**src/rtl/writeback_regfile.sv**
```systemverilog
// ---------------------------------------------------------------------------
// writeback_regfile
//
// Last pipeline stage after memory-execute. One register stage (W1) holds the
// retiring instruction for the cycle in which its synchronous load data shows
// up on mem_q. At the end of that cycle the result is written into the
// register file. Two decode read ports see the file through a full bypass
// network. A load-use hazard flag tells decode to insert a bubble. A wrapping
// counter tracks retired instructions.
//
// Ports
//   clk, rst            clock; synchronous active-high reset
//   in_valid            execute stage holds a valid instruction
//   in_opecode          opcode of the execute-stage instruction
//   in_rd_idx           destination index of the execute-stage instruction
//   in_alu_data         non-load result from execute
//   mem_q               memory read data, valid the cycle after the LD address
//   rs_idx_a/b          decode read indices
//   rs_data_a/b         bypassed read data (combinational)
//   stall               load-use hazard against either read index
//   retire_count        wrapping count of instructions leaving W1
//
// Handshake: in_valid is a plain qualifier with no ready. Every edge accepts
// whatever execute presents. Upstream stalls by driving in_valid=0, which
// retires a bubble and leaves the register file untouched.
// ---------------------------------------------------------------------------
module writeback_regfile #(
    parameter int unsigned                LEN_REG     = 32,
    parameter int unsigned                LEN_REG_IDX = 4,
    parameter int unsigned                LEN_OPECODE = 6,
    parameter logic [LEN_OPECODE-1:0]     OPECODE_LD  = 6'h10,
    parameter logic [LEN_OPECODE-1:0]     OPECODE_ST  = 6'h11,
    parameter logic [LEN_OPECODE-1:0]     OPECODE_NOP = 6'h00
) (
    input  logic                   clk,
    input  logic                   rst,
    input  logic                   in_valid,
    input  logic [LEN_OPECODE-1:0] in_opecode,
    input  logic [LEN_REG_IDX-1:0] in_rd_idx,
    input  logic [LEN_REG-1:0]     in_alu_data,
    input  logic [LEN_REG-1:0]     mem_q,
    input  logic [LEN_REG_IDX-1:0] rs_idx_a,
    input  logic [LEN_REG_IDX-1:0] rs_idx_b,
    output logic [LEN_REG-1:0]     rs_data_a,
    output logic [LEN_REG-1:0]     rs_data_b,
    output logic                   stall,
    output logic [31:0]            retire_count
);

    localparam int unsigned NUM_REGS = 2 ** LEN_REG_IDX;

    // Execute-stage decode
    logic in_is_ld;
    logic in_writes;

    assign in_is_ld  = in_valid && (in_opecode == OPECODE_LD);
    assign in_writes = in_valid && (in_opecode != OPECODE_ST) &&
                       (in_opecode != OPECODE_NOP) && (in_rd_idx != '0);

    // W1 stage and architectural state
    logic                   w1_valid_q,    w1_valid_d;
    logic                   w1_is_ld_q,    w1_is_ld_d;
    logic                   w1_writes_q,   w1_writes_d;
    logic [LEN_REG_IDX-1:0] w1_rd_idx_q,   w1_rd_idx_d;
    logic [LEN_REG-1:0]     w1_alu_data_q, w1_alu_data_d;
    logic [LEN_REG-1:0]     regs_q [NUM_REGS];
    logic [LEN_REG-1:0]     regs_d [NUM_REGS];
    logic [31:0]            retire_count_q, retire_count_d;

    // Write data for the instruction in W1. Load data arrives this cycle.
    logic [LEN_REG-1:0]     wd;

    always_comb begin
        w1_valid_d    = in_valid;
        w1_is_ld_d    = in_is_ld;
        w1_writes_d   = in_writes;
        w1_rd_idx_d   = in_rd_idx;
        w1_alu_data_d = in_alu_data;

        wd = w1_is_ld_q ? mem_q : w1_alu_data_q;

        regs_d = regs_q;
        if (w1_writes_q) begin
            regs_d[w1_rd_idx_q] = wd;
        end
        // r0 is hardwired to zero. w1_writes already excludes it; this keeps
        // the storage itself constant.
        regs_d[0] = '0;

        retire_count_d = retire_count_q;
        if (w1_valid_q) begin
            retire_count_d = retire_count_q + 32'd1;
        end
    end

    always_ff @(posedge clk) begin
        if (rst) begin
            w1_valid_q     <= 1'b0;
            w1_is_ld_q     <= 1'b0;
            w1_writes_q    <= 1'b0;
            w1_rd_idx_q    <= '0;
            w1_alu_data_q  <= '0;
            retire_count_q <= '0;
            for (int i = 0; i < NUM_REGS; i++) begin
                regs_q[i] <= '0;
            end
        end else begin
            w1_valid_q     <= w1_valid_d;
            w1_is_ld_q     <= w1_is_ld_d;
            w1_writes_q    <= w1_writes_d;
            w1_rd_idx_q    <= w1_rd_idx_d;
            w1_alu_data_q  <= w1_alu_data_d;
            retire_count_q <= retire_count_d;
            for (int i = 0; i < NUM_REGS; i++) begin
                regs_q[i] <= regs_d[i];
            end
        end
    end

    // Read ports. Youngest producer wins: execute beats W1, and W1 beats the
    // file. A load still in execute has no data yet. It returns the stale
    // file value, and stall tells decode to throw that value away.
    logic [LEN_REG_IDX-1:0] rd_port_idx  [2];
    logic [LEN_REG-1:0]     rd_port_data [2];

    assign rd_port_idx[0] = rs_idx_a;
    assign rd_port_idx[1] = rs_idx_b;

    always_comb begin
        for (int p = 0; p < 2; p++) begin
            rd_port_data[p] = regs_q[rd_port_idx[p]];
            if (rd_port_idx[p] == '0) begin
                rd_port_data[p] = '0;
            end else if (in_writes && (in_rd_idx == rd_port_idx[p])) begin
                rd_port_data[p] = in_is_ld ? regs_q[rd_port_idx[p]] : in_alu_data;
            end else if (w1_writes_q && (w1_rd_idx_q == rd_port_idx[p])) begin
                rd_port_data[p] = wd;
            end
        end
    end

    assign rs_data_a = rd_port_data[0];
    assign rs_data_b = rd_port_data[1];

    // Port indices are compared whether or not decode actually uses them.
    // An occasional spurious bubble is cheaper than decoding operand usage.
    assign stall = in_is_ld && (in_rd_idx != '0) &&
                   ((in_rd_idx == rs_idx_a) || (in_rd_idx == rs_idx_b));

    assign retire_count = retire_count_q;

endmodule

```
**config.mk**
```make
export PLATFORM = sky130hd
export DESIGN_NAME = writeback_regfile
export DESIGN_NICKNAME = d
export VERILOG_FILES = /design/src/rtl/writeback_regfile.sv
export SDC_FILE = /design/constraint.sdc
export NUM_CORES = 1
export LEC_CHECK = 0
export CAP_MARGIN = 10
export CORE_ASPECT_RATIO = 2
export CORE_MARGIN = 5
export CORE_UTILIZATION = 54
export DETAILED_ROUTE_END_ITERATION = 8
export PLACE_DENSITY = 0.81
export SYNTH_ARGS = -nofsm -noshare
export SYNTH_HDL_FRONTEND = slang
export SYNTH_SLANG_ARGS = --single-unit
export TNS_END_PERCENT = 50
```
**constraint.sdc**
```tcl
create_clock -name clk -period 2.5 [get_ports clk]
set_clock_uncertainty 0.2 [all_clocks]
set_input_delay 0.25 -clock clk [delete_from_list [all_inputs] [get_ports clk]]
set_output_delay 0.25 -clock clk [all_outputs]
set_load 0.005 [all_outputs]
```
# Yosys cells after proc, flatten, opt, wreduce, memory -nomap -nowiden
# Cells that the tools add are included.
# word_totals
ramBits	0
regBits	583
elab_cells	70
mem_count	0
romBits	0
input_bits	85
latchBits	0
# classes
order_cmp	4
bitwise_logic	3
eq_ne	6
reduce_logical	16
n_addsub	1
mul	0
muxes	18
shifts	0
n_div	0
# ops
cell	n
512-bit bitwise mux	1
32-bit two-way mux	14
32-bit binary-select mux with 4-bit select	2
32-bit demux with 4-bit select	1
32-bit by 1-bit adder with 32-bit output, second input constant	1
4-bit == test	4
5-bit greater-or-equal comparator, second input constant	3
4-bit inverter with 5-bit output	3
1-bit logical AND	11
4-bit zero test	2
6-bit by 5-bit == test with 1-bit output, second input constant	1
6-bit by 5-bit inequality test with 1-bit output, second input constant	1
6-bit nonzero test	1
5-bit by 1-bit less-than comparator with 1-bit output, second input constant	1
4-bit nonzero test	1
1-bit logical OR	1

# Longest topological paths before layout
# Gate-level depths: netlist of run 1.
# logic_depth
word_depth	7
depth_mapped	11
mapped_depth_nobuf	7

# Worst setup path before layout of run 1
# OpenSTA, ideal clock, no wires.
# synth_path
kind	input port to output port
from	input rs_idx_a[0]
to	output rs_data_a[26]
required_ns	2.050
stages	5
slack_ns	0.022
arrival_time_ns	2.028
path_cell_list	buf_2 -> buf_2 -> mux4_2 -> mux4_2 -> a221o_1
# synth_between
elab_chain_len	7
word_cells_on_any_way	13
classes_between	2 x eq/ne; 7 x mux; 1 x bitwise; 3 x reduce/logical
# synth_rtl
item	line	text
start, declared	42	input logic [LEN_REG_IDX-1:0] rs_idx_a,
4-bit inverter with 5-bit output (not written as such)	131, 135	
32-bit binary-select mux with 4-bit select	131, 135	
32-bit two-way mux (not written as such) (2 in a row)	131, 135	
32-bit two-way mux, on equally long branches	136, 135	
32-bit two-way mux	134	end else if (in_writes && (in_rd_idx == rd_port_idx[p])) begin
32-bit two-way mux (*)	132	if (rd_port_idx[p] == '0) begin
end, declared	44	output logic [LEN_REG-1:0] rs_data_a,
# Mark *: on every way between the ends. The rest lies on a longest branch, timed or not. The select of a mux whose other input is x is not followed.

# Worst setup path after layout of run 1
# layout_path
from	register regs_q[145] (netlist name)
to	output rs_data_b[17]
# layout_between
elab_chain_len	6
word_cells_on_any_way	7
classes_between	7 x mux
# layout_rtl
item	line	text
start, declared	66	logic [LEN_REG-1:0] regs_q [NUM_REGS];
start signal, assigned by index	115	regs_q[i] <= regs_d[i];
32-bit binary-select mux with 4-bit select (*)	131, 135	
32-bit two-way mux (not written as such) (*) (2 in a row)	131, 135	
32-bit two-way mux, on equally long branches	136, 135	
32-bit two-way mux (*)	134	
32-bit two-way mux (*)	132	
end, declared	45	output logic [LEN_REG-1:0] rs_data_b,
# Marks and branches as above.

==> results of run 1 <==
## power groups by stage
stage | Combinational, uW | Sequential [uW] | Clock [uW]
floorplan | 1180 | 9130 | 0
global placement | 2450 | 9140 | 0
detailed placement | 2490 | 9150 | 0
CTS | 2600 | 8950 | 7990
global route | 2920 | 8960 | 8340
finish | 2860 | 8960 | 8030
## path summary, 6_finish.rpt
| kind | slack [ns] | cells after the start | to |
|---|---|---|---|
| worst min-delay path | 0.02 | 2 | w1_alu_data_q[2]$_SDFF_PP0_ |
| worst max-delay path | -0.55 | 5 | rs_data_b[17] |
| worst min register to register | 0.30 | 2 | retire_count[31]$_SDFFE_PP0P_ |
| worst max register to register | -0.06 | 6 | regs_q[362]$_SDFFE_PP0P_ |
## cells in the final DEF, fill, tap and decap left out, drive strengths merged, types with 7 or more instances in the layout
master and n:
a221oi 14, inv 7, o211ai 14, o22ai 20, xor2 23, a22oi 25
nand4 10, nor3 33, nor2b 42, mux2i 136, o21ai 82, nor2 586
mux4 182, a21oi 53, buf 701, mux2 64, and4 8, a2bb2oi 15
xnor2 22, dlygate4sd2 9, clkinv 14, dfxtp 551, a22o 30, nand3 27
o221ai 12, a221o 8, clkdlybuf4s50 96, a211oi 499, clkbuf 80, nand2 67
## worst register-to-register path: cells and delay by family (launching register included)
| family | cells | cell delay [ns] |
|---|---|---|
| buf+inv | 2 | 0.52 |
| flops | 1 | 0.43 |
| compound gates | 1 | 0.42 |
| simple gates | 3 | 0.83 |
## metal layers
| layer | routed length (um) | vias up | GRT usage |
|---|---|---|---|
| li1 | - | 12100 | - |
| met1 | 37300 | 14100 | 0.431 |
| met3 | 13700 | 951 | 0.128 |
| met5 | 0 | - | 0 |
| met4 | 16800 | 0 | 0.426 |
| met2 | 59300 | 2465 | 0.682 |
## area by class of cell
class                           count  area [sq um]
Antenna cell                        5          12.5
Clock buffer                       71          1460
Clock inverter                     20           200
Fill cell                        3250         13600
Inverter                            5          18.8
Multi-Input combinational cell   2034         17100
Sequential cell                   551         11100
Tap cell                          660           826
Timing Repair Buffer              821          7430
## cell usage after synthesis (all sizes together) (3+ instances only)
master   count
a21oi       53
buf         94
or3          6
o211ai      14
mux2i      136
nand2b       6
inv          5
a22o        30
mux2        64
dfxtp      551
a2bb2oi     15
o21ai       82
nor2b       42
a211oi     499
o31ai        4
and4         8
nor2       586
a22oi       25
clkbuf     223
nand4       10
o32ai        3
or2          4
nand3       27
o221ai      12
o22ai       20
xnor2       22
xor2        23
mux4       182
a2111oi      5
nor3        33
a221oi      14
a21boi       5
nand2       67
and3         5
a221o        8
o2bb2ai      6
## registers in the layout (all words and copies together), names as in the netlist
register       count
regs_q           480
w1_writes_q        1
w1_valid_q         1
w1_rd_idx_q        4
w1_is_ld_q         1
retire_count      32
w1_alu_data_q     32
## logic make-up after synthesis
logic type	count (synthesis)	share of synthesized area
buffers and inverters	322	0.0489
adder cells (fa/ha/maj)	1	0.000443
flip-flops	551	0.390
multiplexers	382	0.219
AO/OA/AOI/OAI	802	0.206
AND/OR/NAND/NOR	804	0.121
XOR/XNOR	45	0.0139
## repair_timing
item                                    4_1_cts  5_1_grt
endpoints found under the hold margin        42        0
buffers inserted                             42       18
gates resized for setup                     551      180
hold buffers                                  4        0
pin swaps                                   106       88
gates cloned                                  6        1
endpoints found under the setup margin       65       75
## per-stage QoR
step / power [uW] / utilization / std cells
floorplan: 10300 / - / 2907
global placement: 11600 / 0.670 / 4013
detailed placement: 11600 / 0.670 / 4013
CTS: 19500 / 0.725 / 4146
global route: 20200 / 0.737 / 4162
finish: 19800 / 0.737 / 4167
==> metrics.md, run 1 <==
| Metric | Value |
|---|---|
| Max-slew violations | `0` |
| Core area | `51800 sq um` |
| Main flop type after synthesis | `dfxtp_1` |
| Worst-Margin Slew | `0.694 ns` |
| Fin Setup TNS | `-23.73 ns` |
| Die Footprint | `57300 sq um` |
| Post-route antenna net violation count | `0` |
| Clk_lat worst skew | `0.61 ns` |
| CP Max Fanout | `2` |
| Drt wl/cell | `30.5 um` |
| Vias in the first global route | `30000` |
| Yosys reg bits | `551` |
| Final WL | `127000 um` |
| Die width | `172 um` |
| Worst-path cell with the longest stage delay | `mux4_2` |
| CTS tree | `built` |
| Max_slew headroom | `0.524` |
| Hold_sp | `in_alu_data[2]` |
| DR pass1 iterations | `8` |
| Placer Congestion | `1.00` |
| Max Clk Rate | `0.328 GHz` |
| IO Port Bufs | `181` |
| Crit-path cells | `mux4_2 > mux4_2 > mux2i_1 > o21ai_1 > buf_2` |
| Worst path most repeated cell | `mux4_2` |
| CP Data Arrival Time | `2.60 ns` |
| Switching share of power | `0.271` |
| Sw power | `5370 uW` |
| Via count | `29600` |
| Slowest stage delay, CP | `0.65 ns` |
| Synth warnings | `0` |
| Final Cell Area | `38200 sq um` |
| Die Y | `334 um` |
| Final period demand of the worst path | `3.05 ns` |
| Element type at the critical path start | `register` |
| Crit share post-route | `1.22` |
| Remaining DRCs | `0` |
| Hold Path Class | `in -> reg` |
| 1st-iter DRT viols | `4013` |
| Worst setup margin | `-0.546 ns` |
| Share of flip-flops with an asynchronous set or reset | `0` |
| Worst-path clk slew | `0.07 ns` |
| Cell Area, Placed | `34700 sq um` |
| Clk buf depth | `3` |
| # rows | `118` |
| Num CTS Buffers | `49` |
| Worst VDD drop | `581 uV` |
| Number of max-cap violations | `0` |
| RSZ-0062 raised after global routing | `true` |
| Via-to-Cell Ratio | `7.10` |
| CP Buf/Inv Count | `1` |
| Nets@finish | `3548` |
| Synthesized area | `28300 sq um` |
| WP data required | `2.05 ns` |
| Mean Syn Cell Area | `9.72 sq um` |
| Area share of the largest cell type after synthesis | `0.390` |
| Fin. Hold Viols | `0` |
| Failing checks | `setup timing` |
| Final hold slack | `0.0184 ns` |
| Net Count, Synth | `2993` |
| Grt ovf | `0` |
| Status | `finished with violations` |
| Clk sinks | `551` |
| HPWL after DPL | `79700 um` |
| Synthesis-to-finish area growth | `35.1%` |
| First-pass GRT wire length | `184000 um` |
| Place WS | `-1.07 ns` |
| Number of enable flip-flop cells after synthesis | `0` |
| Pint | `14500 uW` |
| Crit. End Element | `primary output` |
| Largest net degree at the start of global routing | `111` |
| Distinct cells, synth | `63` |
| Crit-path leading delay family | `multiplexers` |
| Root buf cell | `clkbuf_16` |
| Crit path from | `regs_q[145]$_SDFFE_PP0P_` |
| Crit Path Class | `reg -> out` |
| Initial Util | `0.545` |
| Share of post-route cells with drive strength above 1 | `0.383` |
| Synth Instances | `2907` |
| Sequential share of power | `0.452` |
| Initial antenna violation count | `5` |
| Clock power share | `0.404` |
| I/O Pins | `182` |
| Combinational share of power | `0.144` |
| Sequential element share of the synthesized area | `0.390` |
| Worst R2R Start | `w1_writes_q$_SDFF_PP0_` |
| Top post-synthesis cells by area | `dfxtp_1 (39%), mux4_2 (15%), a211oi_1 (13%)` |
| H-tree Lvls | `2` |
| Final setup vio count | `67` |
| All-Layer GR Usage | `0.429` |
| P_leak | `0.0138 uW` |
| Largest area contributor in the netlist | `dfxtp_1` |
| Power density cells | `520 nW/um^2` |
No activity file was read; power rests on OpenSTA's default activity.
==> inputs of run 2 (changes only) <==
--- a/config.mk
+++ b/config.mk
@@ -5,12 +5,15 @@
 export SDC_FILE = /design/constraint.sdc
 export NUM_CORES = 1
 export LEC_CHECK = 0
+export ABC_AREA = 0
 export CAP_MARGIN = 10
+export CELL_PAD_IN_SITES_DETAIL_PLACEMENT = 1
+export CELL_PAD_IN_SITES_GLOBAL_PLACEMENT = 1
 export CORE_ASPECT_RATIO = 2
 export CORE_MARGIN = 5
-export CORE_UTILIZATION = 54
+export CORE_UTILIZATION = 42
 export DETAILED_ROUTE_END_ITERATION = 8
-export PLACE_DENSITY = 0.81
+export PLACE_DENSITY = 0.8
 export SYNTH_ARGS = -nofsm -noshare
 export SYNTH_HDL_FRONTEND = slang
 export SYNTH_SLANG_ARGS = --single-unit
==> run 2 against run 1 <==
Net effect: the flow still finishes with violations (setup timing); core utilization decreased by 14 points; sequential share of layout area fell by 0.92 points; maximum frequency is 7.3% lower; hold slack better by 0.0048 ns; first-iteration DRC count down 9.3%; clock power rose by 7.0%; worst setup slack lost 0.24 ns; highest routed layer is now met5.
==> metrics.md, run 2 (synthesized netlist as in run 1, its figures left out) <==
| Metric | Value |
|---|---|
| Die Y | `377 um (+13%)` |
| Worst setup margin | `-0.786 ns (-0.240 ns)` |
| Die width | `193 um (+13%)` |
| Final hold slack | `0.0232 ns (+0.00477 ns)` |
| # rows | `134 (+14%)` |
| Clk sinks | `551 (unchanged)` |
| Worst-Margin Slew | `1.03 ns (+0.335 ns)` |
| Util after Layout | `0.592 (-0.144)` |
| Switching share of power | `0.289 (+0.0187)` |
| DR pass1 iterations | `6 (-2)` |
| Fillers | `7158 (+120%)` |
| Commonest non-fill, non-tap cell in the layout | `nor2_1` |
| Element type at the critical path start | `register` |
| Final period demand of the worst path | `3.29 ns (+0.240 ns)` |
| Crit-path cells | `mux4_2 > mux4_2 > nor3_4 > a2111oi_4 > buf_2` |
| Max Clk Rate | `0.304 GHz (-7.3%)` |
| Root buf cell | `clkbuf_16` |
| Crit. End Element | `primary output` |
| Worst-path clk slew | `0.07 ns (about the same)` |
| Placer Congestion | `0.937 (-6.5%)` |
| Clk_lat worst skew | `0.67 ns (+0.06 ns)` |
| Most frequent cells in the layout | `nor2_1 (561), buf_4 (557), a211oi_1 (480), dfxtp_1 (439), mux4_2 (182)` |
| Worst-path cell with the longest stage delay | `mux4_2` |
| Drt wl/cell | `36.9 um (+21%)` |
| Via-to-Cell Ratio | `7.09 (about the same)` |
| Share of post-route cells with drive strength above 1 | `0.410 (+0.0264)` |
| Worst VDD drop | `607 uV (+4.3%)` |
| Num CTS Buffers | `52 (+6.1%)` |
| Max-slew violations | `0 (unchanged)` |
| Via count | `31700 (+7.0%)` |
| Remaining DRCs | `0 (unchanged)` |
| Fin. Hold Viols | `0 (unchanged)` |
| 1st-iter DRT viols | `3640 (-9.3%)` |
| Largest net degree at the start of global routing | `102 (-8.1%)` |
| All-Layer GR Usage | `0.392 (-0.0368)` |
| Crit Path Class | `reg -> out` |
| IO Port Bufs | `181 (unchanged)` |
| Core area | `66700 sq um (+29%)` |
| Die Footprint | `72900 sq um (+27%)` |
| Final setup vio count | `115 (+72%)` |
| CP Data Arrival Time | `2.84 ns (+0.24 ns)` |
| Worst path most repeated cell | `mux4_2` |
| Hold Path Class | `in -> reg` |
| Status | `finished with violations` |
| Synthesis-to-finish area growth | `39.9%` |
| Combinational share of power | `0.151 (+0.007)` |
| Nets@finish | `3620 (+2.0%)` |
| Sequential Area | `11200 sq um (+0.27%)` |
| Failing checks | `setup timing` |
| CTS tree | `built` |
| Post-route antenna net violation count | `0 (unchanged)` |
| First-pass GRT wire length | `216000 um (+17%)` |
| Max_slew headroom | `0.311 (-0.213)` |
| Sw power | `5990 uW (+12%)` |
| Vias in the first global route | `32900 (+9.7%)` |
| CP Max Fanout | `2 (unchanged)` |
| Slowest stage delay, CP | `0.73 ns (+0.08 ns)` |
| Number of max-cap violations | `0 (unchanged)` |
| HPWL after DPL | `96400 um (+21%)` |
| Clk buf depth | `3 (unchanged)` |
| H-tree Lvls | `2 (unchanged)` |
| Largest register by flop count | `regs_q` |
| P_leak | `0.0144 uW (+3.9%)` |
| I/O Pins | `182 (unchanged)` |
| WP data required | `2.05 ns (about the same)` |
| Initial Util | `0.424 (-0.122)` |
| Crit share post-route | `1.31 (+0.0962)` |
| RSZ-0062 raised after global routing | `true` |
| Max reg flops | `480 (unchanged)` |
| Initial antenna violation count | `9 (+4)` |
| Clock power share | `0.415 (+0.011)` |
| Grt ovf | `0 (unchanged)` |
| Final WL | `165000 um (+30%)` |
| Sequential share of power | `0.433 (-0.019)` |
| Pint | `14700 uW (+1.7%)` |
| Footprint of the multi-input gates | `17400 sq um (+1.7%)` |
| Power density cells | `524 nW/um^2 (+0.79%)` |
run 2: cell count changes in the layout (fill, tap and decap cells not counted), moves of 5 or more:
cell and change:
buf_4 +48, nand2_2 +5, o21ai_1 +6, buf_6 +18, dfxtp_2 +24, dfxtp_1 -24
buf_12 +6, clkbuf_16 +6
run 2: worst paths after layout:
kind | start | end | slack (ns) | cells past startpoint
max | regs_q[341]$_SDFFE_PP0P_ | rs_data_b[21] | -0.79 | 5
min | in_alu_data[0] | w1_alu_data_q[0]$_SDFF_PP0_ | 0.02 | 2
max reg2reg | w1_rd_idx_q[3]$_SDFF_PP0_ | regs_q[290]$_SDFFE_PP0P_ | -0.50 | 6
min reg2reg | regs_q[10]$_SDFFE_PP0P_ | regs_q[10]$_SDFFE_PP0P_ | 0.31 | 2
run 2: critical path, delay by kind of cell, from the launching register on:
kind,cells,cell delay [ns]
AOI/OAI and AO/OA,1,0.06
muxes,2,1.31
and+or+nand+nor,1,0.30
buffers and inverters,1,0.15
DFF,1,0.35
run 2: cell type report:
type                    instances  share of cell area
flip-flops and latches        551               0.283
multi-input cells            2034               0.440
clock buffers                  72              0.0376
well taps                     884              0.0280
clock inverters                22             0.00595
repair buffers                890               0.205
diodes                          6            0.000380
inverters                       5            0.000475
run 2: layer usage:
metal,vias up,track usage,share of wire
met5,-,0,0.00030
met1,15500,0.377,0.30
met2,2630,0.655,0.46
met4,8,0.435,0.14
li1,12200,-,-
met3,1307,0.0870,0.097
run 2: power by group through the flow:
stage | combinational [uW] | sequential, uW | clock (uW)
after floorplan | 1180 | 9130 | 0
after global placement | 2560 | 9140 | 0
after detailed placement | 2630 | 9150 | 0
after CTS | 2770 | 8960 | 8430
after global routing | 3160 | 8980 | 8870
final | 3140 | 8980 | 8590
run 2: per-stage QoR:
stage                     setup TNS (ns)  power, uW  instances  cell area (sq um)  worst slack (ns)
after detailed placement          -60.15      11800       4295              35600             -1.10
after CTS                         -26.64      20200       4434              38500            -0.571
after floorplan                        0      10300       2907              28300            0.0219
after global placement            -57.86      11700       4295              35600             -1.07
final                             -36.09      20700       4464              39500            -0.786
after global routing              -35.52      21000       4458              39500            -0.863
run 2: what timing repair did:
action,CTS,global route
gates resized for setup,580,233
pin swaps,107,97
endpoints found under the hold margin,49,1
buffers inserted,50,23
gates cloned,2,2
endpoints found under the setup margin,65,109
hold buffers,4,1
